==> config.mk <==
export PLATFORM = sky130hd
export DESIGN_NAME = regfile_reader_flat
export DESIGN_NICKNAME = d
export VERILOG_FILES = /design/src/rtl/regfile_reader_if.sv /design/src/rtl/regfile_reader.sv /design/src/flat_wrapper.sv
export SDC_FILE = /design/constraint.sdc
export NUM_CORES = 1
export LEC_CHECK = 0
export ABC_AREA = 1
export BUFFER_PORTS_ARGS = -buffer_cell sky130_fd_sc_hd__buf_2
export CAP_MARGIN = 20
export CORE_UTILIZATION = 52
export DETAILED_ROUTE_END_ITERATION = 10
export HOLD_SLACK_MARGIN = 0.03
export PLACE_DENSITY_LB_ADDON = 0.05
export SETUP_SLACK_MARGIN = 0.4
export SLEW_MARGIN = 20
export SYNTH_ARGS = -nofsm -noshare
export SYNTH_HDL_FRONTEND = slang
export SYNTH_SLANG_ARGS = --single-unit
==> constraint.sdc <==
create_clock -name clk -period 3.05 [get_ports clk]
set_input_delay 0.61 -clock clk [delete_from_list [all_inputs] [get_ports clk]]
set_output_delay 0.61 -clock clk [all_outputs]
set_load 0.01 [all_outputs]
==> src/rtl/regfile_reader_if.sv <==
// Read-port and output-stream bundle between regfile_reader and its surroundings.
// master = the reader (drives r_addr and the stream); slave = register file plus consumer.
interface regfile_reader_if #(
  parameter int DATA_WIDTH = 8,
  parameter int ADDR_WIDTH = 2
);
  logic                  start;
  logic [ADDR_WIDTH-1:0] start_addr;
  logic [ADDR_WIDTH:0]   count;
  logic [ADDR_WIDTH-1:0] r_addr;
  logic [DATA_WIDTH-1:0] r_data;
  logic                  out_valid;
  logic                  out_ready;
  logic [DATA_WIDTH-1:0] out_data;
  logic                  out_last;
  logic                  busy;
  logic                  done;

  modport master (
    input  start, start_addr, count, r_data, out_ready,
    output r_addr, out_valid, out_data, out_last, busy, done
  );

  modport slave (
    output start, start_addr, count, r_data, out_ready,
    input  r_addr, out_valid, out_data, out_last, busy, done
  );
endinterface

==> src/rtl/regfile_reader.sv <==
// Streams count consecutive register-file words (address wraps) out over valid/ready.
// First word 2 cycles after start, one word per 2 cycles; word and last held while out_ready is low.
module regfile_reader #(
  parameter int DATA_WIDTH = 8,
  parameter int ADDR_WIDTH = 2
) (
  input logic               clk,
  input logic               rst,
  regfile_reader_if.master  bus
);

  typedef enum logic [1:0] {IDLE, FETCH, SEND} state_t;

  localparam logic [ADDR_WIDTH:0]   REM_ONE  = {{ADDR_WIDTH{1'b0}}, 1'b1};
  localparam logic [ADDR_WIDTH-1:0] ADDR_ONE = {{(ADDR_WIDTH-1){1'b0}}, 1'b1};

  state_t                state, state_n;
  logic [ADDR_WIDTH-1:0] cur_addr, cur_addr_n;
  logic [ADDR_WIDTH:0]   remaining, remaining_n;
  logic [DATA_WIDTH-1:0] data_q, data_n;
  logic                  valid_q, valid_n;
  logic                  last_q, last_n;
  logic                  busy_q, busy_n;
  logic                  done_q, done_n;

  always_ff @(posedge clk) begin
    if (rst) begin
      state     <= IDLE;
      cur_addr  <= '0;
      remaining <= '0;
      data_q    <= '0;
      valid_q   <= 1'b0;
      last_q    <= 1'b0;
      busy_q    <= 1'b0;
      done_q    <= 1'b0;
    end else begin
      state     <= state_n;
      cur_addr  <= cur_addr_n;
      remaining <= remaining_n;
      data_q    <= data_n;
      valid_q   <= valid_n;
      last_q    <= last_n;
      busy_q    <= busy_n;
      done_q    <= done_n;
    end
  end

  always_comb begin
    state_n     = state;
    cur_addr_n  = cur_addr;
    remaining_n = remaining;
    data_n      = data_q;
    valid_n     = valid_q;
    last_n      = last_q;
    busy_n      = busy_q;
    done_n      = 1'b0;
    case (state)
      IDLE: begin
        if (bus.start) begin
          if (bus.count != '0) begin
            cur_addr_n  = bus.start_addr;
            remaining_n = bus.count;
            busy_n      = 1'b1;
            state_n     = FETCH;
          end else begin
            // Empty burst still completes, so the requester sees a done.
            done_n = 1'b1;
          end
        end
      end
      FETCH: begin
        data_n  = bus.r_data;
        valid_n = 1'b1;
        last_n  = (remaining == REM_ONE);
        state_n = SEND;
      end
      SEND: begin
        if (bus.out_ready) begin
          valid_n = 1'b0;
          if (last_q) begin
            last_n  = 1'b0;
            busy_n  = 1'b0;
            done_n  = 1'b1;
            state_n = IDLE;
          end else begin
            remaining_n = remaining - REM_ONE;
            cur_addr_n  = cur_addr + ADDR_ONE;
            state_n     = FETCH;
          end
        end
      end
      default: state_n = IDLE;
    endcase
  end

  assign bus.r_addr    = cur_addr;
  assign bus.out_data  = data_q;
  assign bus.out_valid = valid_q;
  assign bus.out_last  = last_q;
  assign bus.busy      = busy_q;
  assign bus.done      = done_q;

endmodule

==> src/flat_wrapper.sv <==
// flat-port wrapper written by rule: the top's interface ports become plain ports
module regfile_reader_flat 
#(
  parameter int DATA_WIDTH = 8,
  parameter int ADDR_WIDTH = 2
)
  (clk, rst, bus_start, bus_start_addr, bus_count, bus_r_data, bus_out_ready, bus_r_addr, bus_out_valid, bus_out_data, bus_out_last, bus_busy, bus_done);
  regfile_reader_if #(.DATA_WIDTH(DATA_WIDTH), .ADDR_WIDTH(ADDR_WIDTH)) bus_i ();
  input logic clk;
  input logic rst;
  input wire logic [$bits(bus_i.start)-1:0] bus_start;
  input wire logic [$bits(bus_i.start_addr)-1:0] bus_start_addr;
  input wire logic [$bits(bus_i.count)-1:0] bus_count;
  input wire logic [$bits(bus_i.r_data)-1:0] bus_r_data;
  input wire logic [$bits(bus_i.out_ready)-1:0] bus_out_ready;
  output wire logic [$bits(bus_i.r_addr)-1:0] bus_r_addr;
  output wire logic [$bits(bus_i.out_valid)-1:0] bus_out_valid;
  output wire logic [$bits(bus_i.out_data)-1:0] bus_out_data;
  output wire logic [$bits(bus_i.out_last)-1:0] bus_out_last;
  output wire logic [$bits(bus_i.busy)-1:0] bus_busy;
  output wire logic [$bits(bus_i.done)-1:0] bus_done;
  assign bus_i.start = bus_start;
  assign bus_i.start_addr = bus_start_addr;
  assign bus_i.count = bus_count;
  assign bus_i.r_data = bus_r_data;
  assign bus_i.out_ready = bus_out_ready;
  assign bus_r_addr = bus_i.r_addr;
  assign bus_out_valid = bus_i.out_valid;
  assign bus_out_data = bus_i.out_data;
  assign bus_out_last = bus_i.out_last;
  assign bus_busy = bus_i.busy;
  assign bus_done = bus_i.done;
  regfile_reader #(.DATA_WIDTH(DATA_WIDTH), .ADDR_WIDTH(ADDR_WIDTH)) u_core (.clk(clk), .rst(rst), .bus(bus_i));
endmodule
==> results.sh, run 1 <==
export IMPL_via_per_inst=4.98
export IMPL_r2r_end="u_core.bus.r_addr[1]"
export IMPL_clock_skew_ps=0.881
export IMPL_coreArea_sq_mm=0.00159
export IMPL_routed_wl_microns=1870
export IMPL_maxCapViolCount=0
export IMPL_syn_to_final_growth_pct=19.5
export IMPL_ant_nets=0
export IMPL_post_cts_buffers=0
export IMPL_period_share_pct=49.6
export IMPL_hold_path_class="flip-flop to flip-flop"
export IMPL_hold_path_depth=2
export IMPL_cp_end_kind="primary output"
export IMPL_r2r_setup_slack_ps=1730
export IMPL_synth_distinct_cells=21
export IMPL_die_area_sq_mm=0.00196
export IMPL_rsz0062_at_grt="no"
export IMPL_utilization_pct=69.6
export IMPL_r2r_start="u_core.state[1]"
export IMPL_numPortBuffers=30
export IMPL_grt_antenna_before_repair=0
export IMPL_min_delay_start="u_core.bus.out_valid"
export IMPL_status="finished clean"
export IMPL_ys_flop_type="dfxtp_1"
export IMPL_place_area_sq_mm=0.00108
export IMPL_clockBufferDepth=2
export IMPL_synth_top_area_cell="dfxtp_1"
export IMPL_ir_drop_mv=0.334
export IMPL_max_stage_delay_ps=440
export IMPL_synthArstFlopShare_pct=0
export IMPL_grt_usage_pct=20.4
export IMPL_insertion_delay_ps=300
export IMPL_ys_seq_area_share_pct=41.0
export IMPL_grt_pass1_wl_microns=3020
export IMPL_fin_hold_ws_ps=473
export IMPL_final_area_sq_mm=0.00111
export IMPL_numCtsBuffers=3
export IMPL_rows=14
export IMPL_gp_congestion=0.799
export IMPL_total_power_mw=0.581
export IMPL_max_freq_mhz=660
export IMPL_grt_max_degree=12
export IMPL_powerDensity_mw_per_mm2=524
export IMPL_setup_viol=0
export IMPL_ff2ff_path_depth=6
export IMPL_cts_tree="done"
export IMPL_hpwl_microns=1380
export IMPL_netlist_area_sq_um=928
export IMPL_tightest_slew_ps=441
export IMPL_relSlewSlack_pct=70.6
export IMPL_syn_nets=145
export IMPL_grt_pass1_vias=733
export IMPL_yosysWarnings=0
export IMPL_critPathSlowestCell="dfxtp_1"
export IMPL_drc=0
export IMPL_hold_viol_final=0
export IMPL_critPathArrivalTime_ps=900
export IMPL_critPathKind="flip-flop to primary output"
export IMPL_p_leak_nw=0.546
export IMPL_synth_top_area_share_pct=41.0
export IMPL_synth_area_leaders="dfxtp_1 (41%), nand2_1 (10%), nor2_1 (8.5%)"
export IMPL_layout_nets=177
export IMPL_holdPathEnd="u_core.bus.out_valid"
export IMPL_startpoint_type="flip-flop"
export IMPL_io_pins=31
export IMPL_period_minus_slack_ps=1510
export IMPL_cts_num_sinks=19
export IMPL_avgSynthCellArea_sq_um=7.37
export IMPL_crit_path_cell_trace="buf_2"
export IMPL_routed_via_count=901
export IMPL_firstDrtPassIters=7
export IMPL_holdBufCountCts=0
export IMPL_worstPathRequired_ps=2440
export IMPL_synth_cells=126
export IMPL_fin_setup_tns_ps=0
export IMPL_grt_overflow_total=0
export IMPL_synth_edf_count=0
export IMPL_cts_resized=0
export IMPL_antenna_cells=0
export IMPL_htree_levels=1
export IMPL_initial_core_util_pct=58.2
export IMPL_crit_buf_inv=1
export IMPL_drtIter0Drc=43
export IMPL_path_max_fanout=5
export IMPL_synth_seq_cells=19
export IMPL_clk_pin_slew_ps=110
export IMPL_cp_top_family="flip-flops"
export IMPL_wl_per_cell_microns=10.3
export IMPL_die_h_microns=44.3
export IMPL_die_w_microns=44.3
export IMPL_cts_root_buf="clkbuf_4"
export IMPL_layout_drive_gt1_share_pct=31.2
export IMPL_drv_slew=0
export IMPL_cp_depth=1
[metrics by stage]
stage / worst slack, ps / std cells
floorplan: 1790 / 126
global placement: 1590 / 177
detailed placement: 1550 / 177
CTS: 1540 / 181
global route: 1510 / 181
finish: 1540 / 181
[cell families (layout without fill, tap and decap cells)]
kind of cell | after synthesis | after routing | share of synthesized area (%)
DFF | 19 | 19 | 41.0
buffers and inverters | 18 | 49 | 9.16
adders and majority gates | 2 | 2 | 2.69
and+or+nand+nor | 65 | 65 | 34.1
AOI/OAI and AO/OA | 22 | 22 | 13.1
[cells in the mapped netlist (2+ instances only)]
cell type	instances
nand2_1	25
nor2_1	21
dfxtp_1	19
inv_1	12
o21ai_0	11
nand3_1	9
a21oi_1	8
a21oi_2	3
buf_6	2
ha_1	2
inv_2	2
nand2_2	2
nor2_2	2
[worst max-delay path by stage]
stage | to | start | slack (ps)
after floorplan | u_core.remaining[2] | bus_count[1] | 1790
after global placement | u_core.remaining[2] | bus_count[1] | 1590
after detailed placement | u_core.remaining[2] | bus_count[1] | 1550
after CTS | bus_out_last | u_core.bus.out_last | 1540
after global routing | bus_out_last | u_core.bus.out_last | 1510
final | bus_out_last | u_core.bus.out_last | 1540
[placed cells by master, fill, tap and decap left out, types with 3 or more instances in the layout]
cell type / instances
clkbuf_4: 3
buf_2: 30
a21oi_1: 8
dfxtp_1: 19
nand3_1: 9
inv_1: 12
nor2_1: 21
nand2_1: 25
o21ai_0: 11
a21oi_2: 3
[registers in the layout, indices dropped and copies added (netlist names)]
name and count:
u_core.bus.out_last 1, u_core.remaining 3, u_core.bus.busy 1, u_core.bus.r_addr 2, u_core.bus.out_valid 1, u_core.bus.done 1, u_core.state 2, u_core.bus.out_data 8
[layer usage]
metal	track usage, %	vias to the layer above	wire [microns]
met5	0	-	0
met4	9.09	0	14
met3	2.45	2	87
met2	30.0	30	841
met1	29.9	409	930
li1	-	460	-
[final cells by class]
cell class	instances	area, sq um
clock buffers	3	22.5
repair buffers	30	150
inverters	15	58.8
clock inverters	1	5.00
fillers	130	484
multi-input cells	89	463
flip-flops and latches	19	380
well taps	24	30.0
[report_power, final]
| group | total (mW) | internal [mW] | switching [mW] |
|---|---|---|---|
| combinational | 0.154 | 0.0616 | 0.0925 |
| sequential | 0.298 | 0.276 | 0.0218 |
| clock | 0.129 | 0.0488 | 0.0802 |
Note: power is estimated with default switching activity, not from simulation.
==> inputs of run 2 (changes only) <==
--- a/config.mk
+++ b/config.mk
@@ -5,10 +5,10 @@
 export SDC_FILE = /design/constraint.sdc
 export NUM_CORES = 1
 export LEC_CHECK = 0
-export ABC_AREA = 1
+export ABC_AREA = 0
 export BUFFER_PORTS_ARGS = -buffer_cell sky130_fd_sc_hd__buf_2
 export CAP_MARGIN = 20
-export CORE_UTILIZATION = 52
+export CORE_UTILIZATION = 47
 export DETAILED_ROUTE_END_ITERATION = 10
 export HOLD_SLACK_MARGIN = 0.03
 export PLACE_DENSITY_LB_ADDON = 0.05
==> constraint.sdc (replaced) <==
create_clock -name clk -period 1.5 [get_ports clk]
set_input_delay 0.3 -clock clk [delete_from_list [all_inputs] [get_ports clk]]
set_output_delay 0.3 -clock clk [all_outputs]
set_load 0.01 [all_outputs]
==> results.sh, run 2 <==
export IMPL_synthArstFlopShare_pct=0
export IMPL_gp_congestion=0.830
export IMPL_synth_distinct_cells=28
export IMPL_grt_antenna_before_repair=0
export IMPL_comb_power_share_pct=25.8
export IMPL_grt_usage_pct=22.2
export IMPL_cp_end_kind="flip-flop"
export IMPL_antenna_cells=0
export IMPL_worstPathRequired_ps=1670
export IMPL_powerDensity_mw_per_mm2=903
export IMPL_ys_flop_type="dfxtp_1"
export IMPL_met1_usage_pct=27.1
export IMPL_largest_reg_flops=8
export IMPL_final_cell_mix="buf_2 (29), nand2_1 (20), a21oi_1 (15)"
export IMPL_numPortBuffers=30
export IMPL_relSlewSlack_pct=73.8
export IMPL_grt_busiest_layer="met2"
export IMPL_cts_root_buf="clkbuf_4"
export IMPL_status="finished clean"
export IMPL_firstDrtPassIters=4
export IMPL_hold_path_class="input port to flip-flop"
export IMPL_met2_usage_pct=36.3
export IMPL_period_minus_slack_ps=1340
export IMPL_synth_cells=109
export IMPL_die_h_microns=45.5
export IMPL_critPathArrivalTime_ps=1510
export IMPL_p_int_mw=0.789
export IMPL_synth_seq_cells=19
export IMPL_yosysMostFrequentCell="nand2_1"
export IMPL_holdPathEnd="u_core.bus.out_data[7]"
export IMPL_final_common_cell="buf_2"
export IMPL_syn_nets=128
export IMPL_avgSynthCellArea_sq_um=8.16
export IMPL_r2r_end="u_core.bus.out_last"
export IMPL_grt_pass1_wl_microns=3240
export IMPL_die_area_sq_mm=0.00207
export IMPL_hold_viol_final=0
export IMPL_path_max_fanout=5
export IMPL_clk_pin_slew_ps=110
export IMPL_drc=0
export IMPL_critPathKind="flip-flop to flip-flop"
export IMPL_routed_wl_microns=2210
export IMPL_max_freq_mhz=746
export IMPL_synth_top_area_cell="dfxtp_1"
export IMPL_r2r_start="u_core.state[0]"
export IMPL_grt_overflow_total=0
export IMPL_min_delay_start="bus_r_data[7]"
export IMPL_synth_edf_count=0
export IMPL_cts_tree="done"
export IMPL_via_per_inst=5.15
export IMPL_setup_viol=0
export IMPL_ant_nets=0
export IMPL_ys_seq_area_share_pct=42.8
export IMPL_swShare_pct=30.2
export IMPL_grt_pass1_vias=771
export IMPL_synth_common_cells="nand2_1 (21), dfxtp_1 (19), a21oi_1 (16)"
export IMPL_rows=15
export IMPL_fin_hold_ws_ps=208
export IMPL_yosysWarnings=0
export IMPL_p_leak_nw=0.535
export IMPL_utilization_pct=71.8
export IMPL_fin_setup_tns_ps=0
export IMPL_clockPowerShare_pct=23.9
export IMPL_io_pins=31
export IMPL_netlist_area_sq_um=890
export IMPL_startpoint_type="flip-flop"
export IMPL_p_sw_mw=0.342
export IMPL_r2r_setup_slack_ps=160
export IMPL_hpwl_microns=1260
export IMPL_die_w_microns=45.5
export IMPL_htree_levels=1
export IMPL_clockBufferDepth=2
export IMPL_rsz0062_at_grt="yes"
export IMPL_layout_drive_gt1_share_pct=47.0
export IMPL_drtIter0Drc=10
export IMPL_insertion_delay_ps=300
export IMPL_routed_via_count=896
export IMPL_clock_skew_ps=0.813
export IMPL_hold_path_depth=3
export IMPL_initial_core_util_pct=51.0
export IMPL_layout_nets=169
export IMPL_numCtsBuffers=3
export IMPL_seqPwrFrac_pct=50.2
export IMPL_period_share_pct=89.4
export IMPL_ir_drop_mv=0.864
export IMPL_wl_per_cell_microns=12.7
export IMPL_cts_num_sinks=19
export IMPL_fill_cells=163
export IMPL_gr_usage_met3_pct=2.38
export IMPL_drv_slew=0
export IMPL_ff2ff_path_depth=6
export IMPL_grt_max_degree=20
export IMPL_maxCapViolCount=0
export IMPL_tightest_slew_ps=392
export IMPL_coreArea_sq_mm=0.00175
export IMPL_synth_top_area_share_pct=42.8
export IMPL_synth_area_leaders="dfxtp_1 (43%), a21oi_1 (9.0%), nand2_1 (8.9%)"
export IMPL_syn_to_final_growth_pct=40.9
-- run 2: changes by cell type after synthesis, sizes merged, moves of 3 or more --
cell	change
nand3	-10
nor2	-15
and2	+3
nand2	-7
nand2b	+7
o21ai	-5
inv	-12
buf	+3
a21oi	+6
-- run 2: routing by layer --
| metal | wire length, microns | vias up |
|---|---|---|
| li1 | - | 451 |
| met4 | 80 | 0 |
| met2 | 1070 | 23 |
| met5 | 0 | - |
| met3 | 67 | 8 |
| met1 | 992 | 414 |
-- run 2: how the worst max path moves through the flow --
stage	start	end	slack (ps)	depth (start not counted)
global placement	u_core.state[1]	u_core.remaining[0]	140	4
CTS	u_core.state[1]	u_core.bus.r_addr[0]	260	4
finish	u_core.state[0]	u_core.bus.out_last	160	6
global route	u_core.state[0]	u_core.bus.out_last	30	6
floorplan	u_core.state[1]	u_core.bus.r_addr[0]	270	5
detailed placement	u_core.state[1]	u_core.remaining[0]	50	4
-- run 2: cell families (layout without fill, tap and decap cells) --
kind of cell	count (synthesis)	count (layout)	share of synthesized area, %
DFF	19	19	42.8
buffers and inverters	10	50	5.48
AOI/OAI and AO/OA	31	31	22.9
adders and majority gates	2	2	2.81
and+or+nand+nor	47	47	26.0
-- run 2: worst max-delay path: stages, from the launching register on --
cell and delay [ps]:
dfxtp_2 350, buf_6 130, buf_6 110, buf_6 110
nand2b_4 60, a21oi_1 40, a2111oi_1 420
-- run 2: power groups by stage --
stage / logic [mW] / registers [mW] / clock network, mW
after global placement: 0.214 / 0.577 / 0
after floorplan: 0.141 / 0.584 / 0
after detailed placement: 0.218 / 0.578 / 0
final: 0.292 / 0.568 / 0.271
after CTS: 0.260 / 0.566 / 0.269
after global routing: 0.321 / 0.573 / 0.286
-- run 2: cell type report --
| class | instances | area, sq um | share of cell area (%) |
|---|---|---|---|
| clock buffers | 3 | 22.5 | 1.80 |
| well taps | 25 | 31.3 | 2.50 |
| inverters | 3 | 11.3 | 0.898 |
| clock inverters | 1 | 5.00 | 0.399 |
| repair buffers | 43 | 277 | 22.1 |
| multi-input cells | 80 | 510 | 40.7 |
| flip-flops and latches | 19 | 397 | 31.6 |
-- run 2: what timing repair did --
| item | 4_1_cts | 5_1_grt |
|---|---|---|
| cloned | 1 | 0 |
| hold endpoints to repair | 0 | 0 |
| setup buffers | 6 | 3 |
| hold buffers | 0 | 0 |
| setup endpoints to repair | 18 | 27 |
| gates resized for setup | 16 | 18 |
| pin swaps | 7 | 4 |
-- run 2: per-stage QoR --
stage	cell area (sq um)	power [mW]	instances	worst slack (ps)
after floorplan	900	0.725	109	271
after detailed placement	1060	0.796	160	54.0
after global routing	1250	1.18	174	31.0
after global placement	1060	0.791	160	136
after CTS	1190	1.09	171	260
final	1250	1.13	174	159
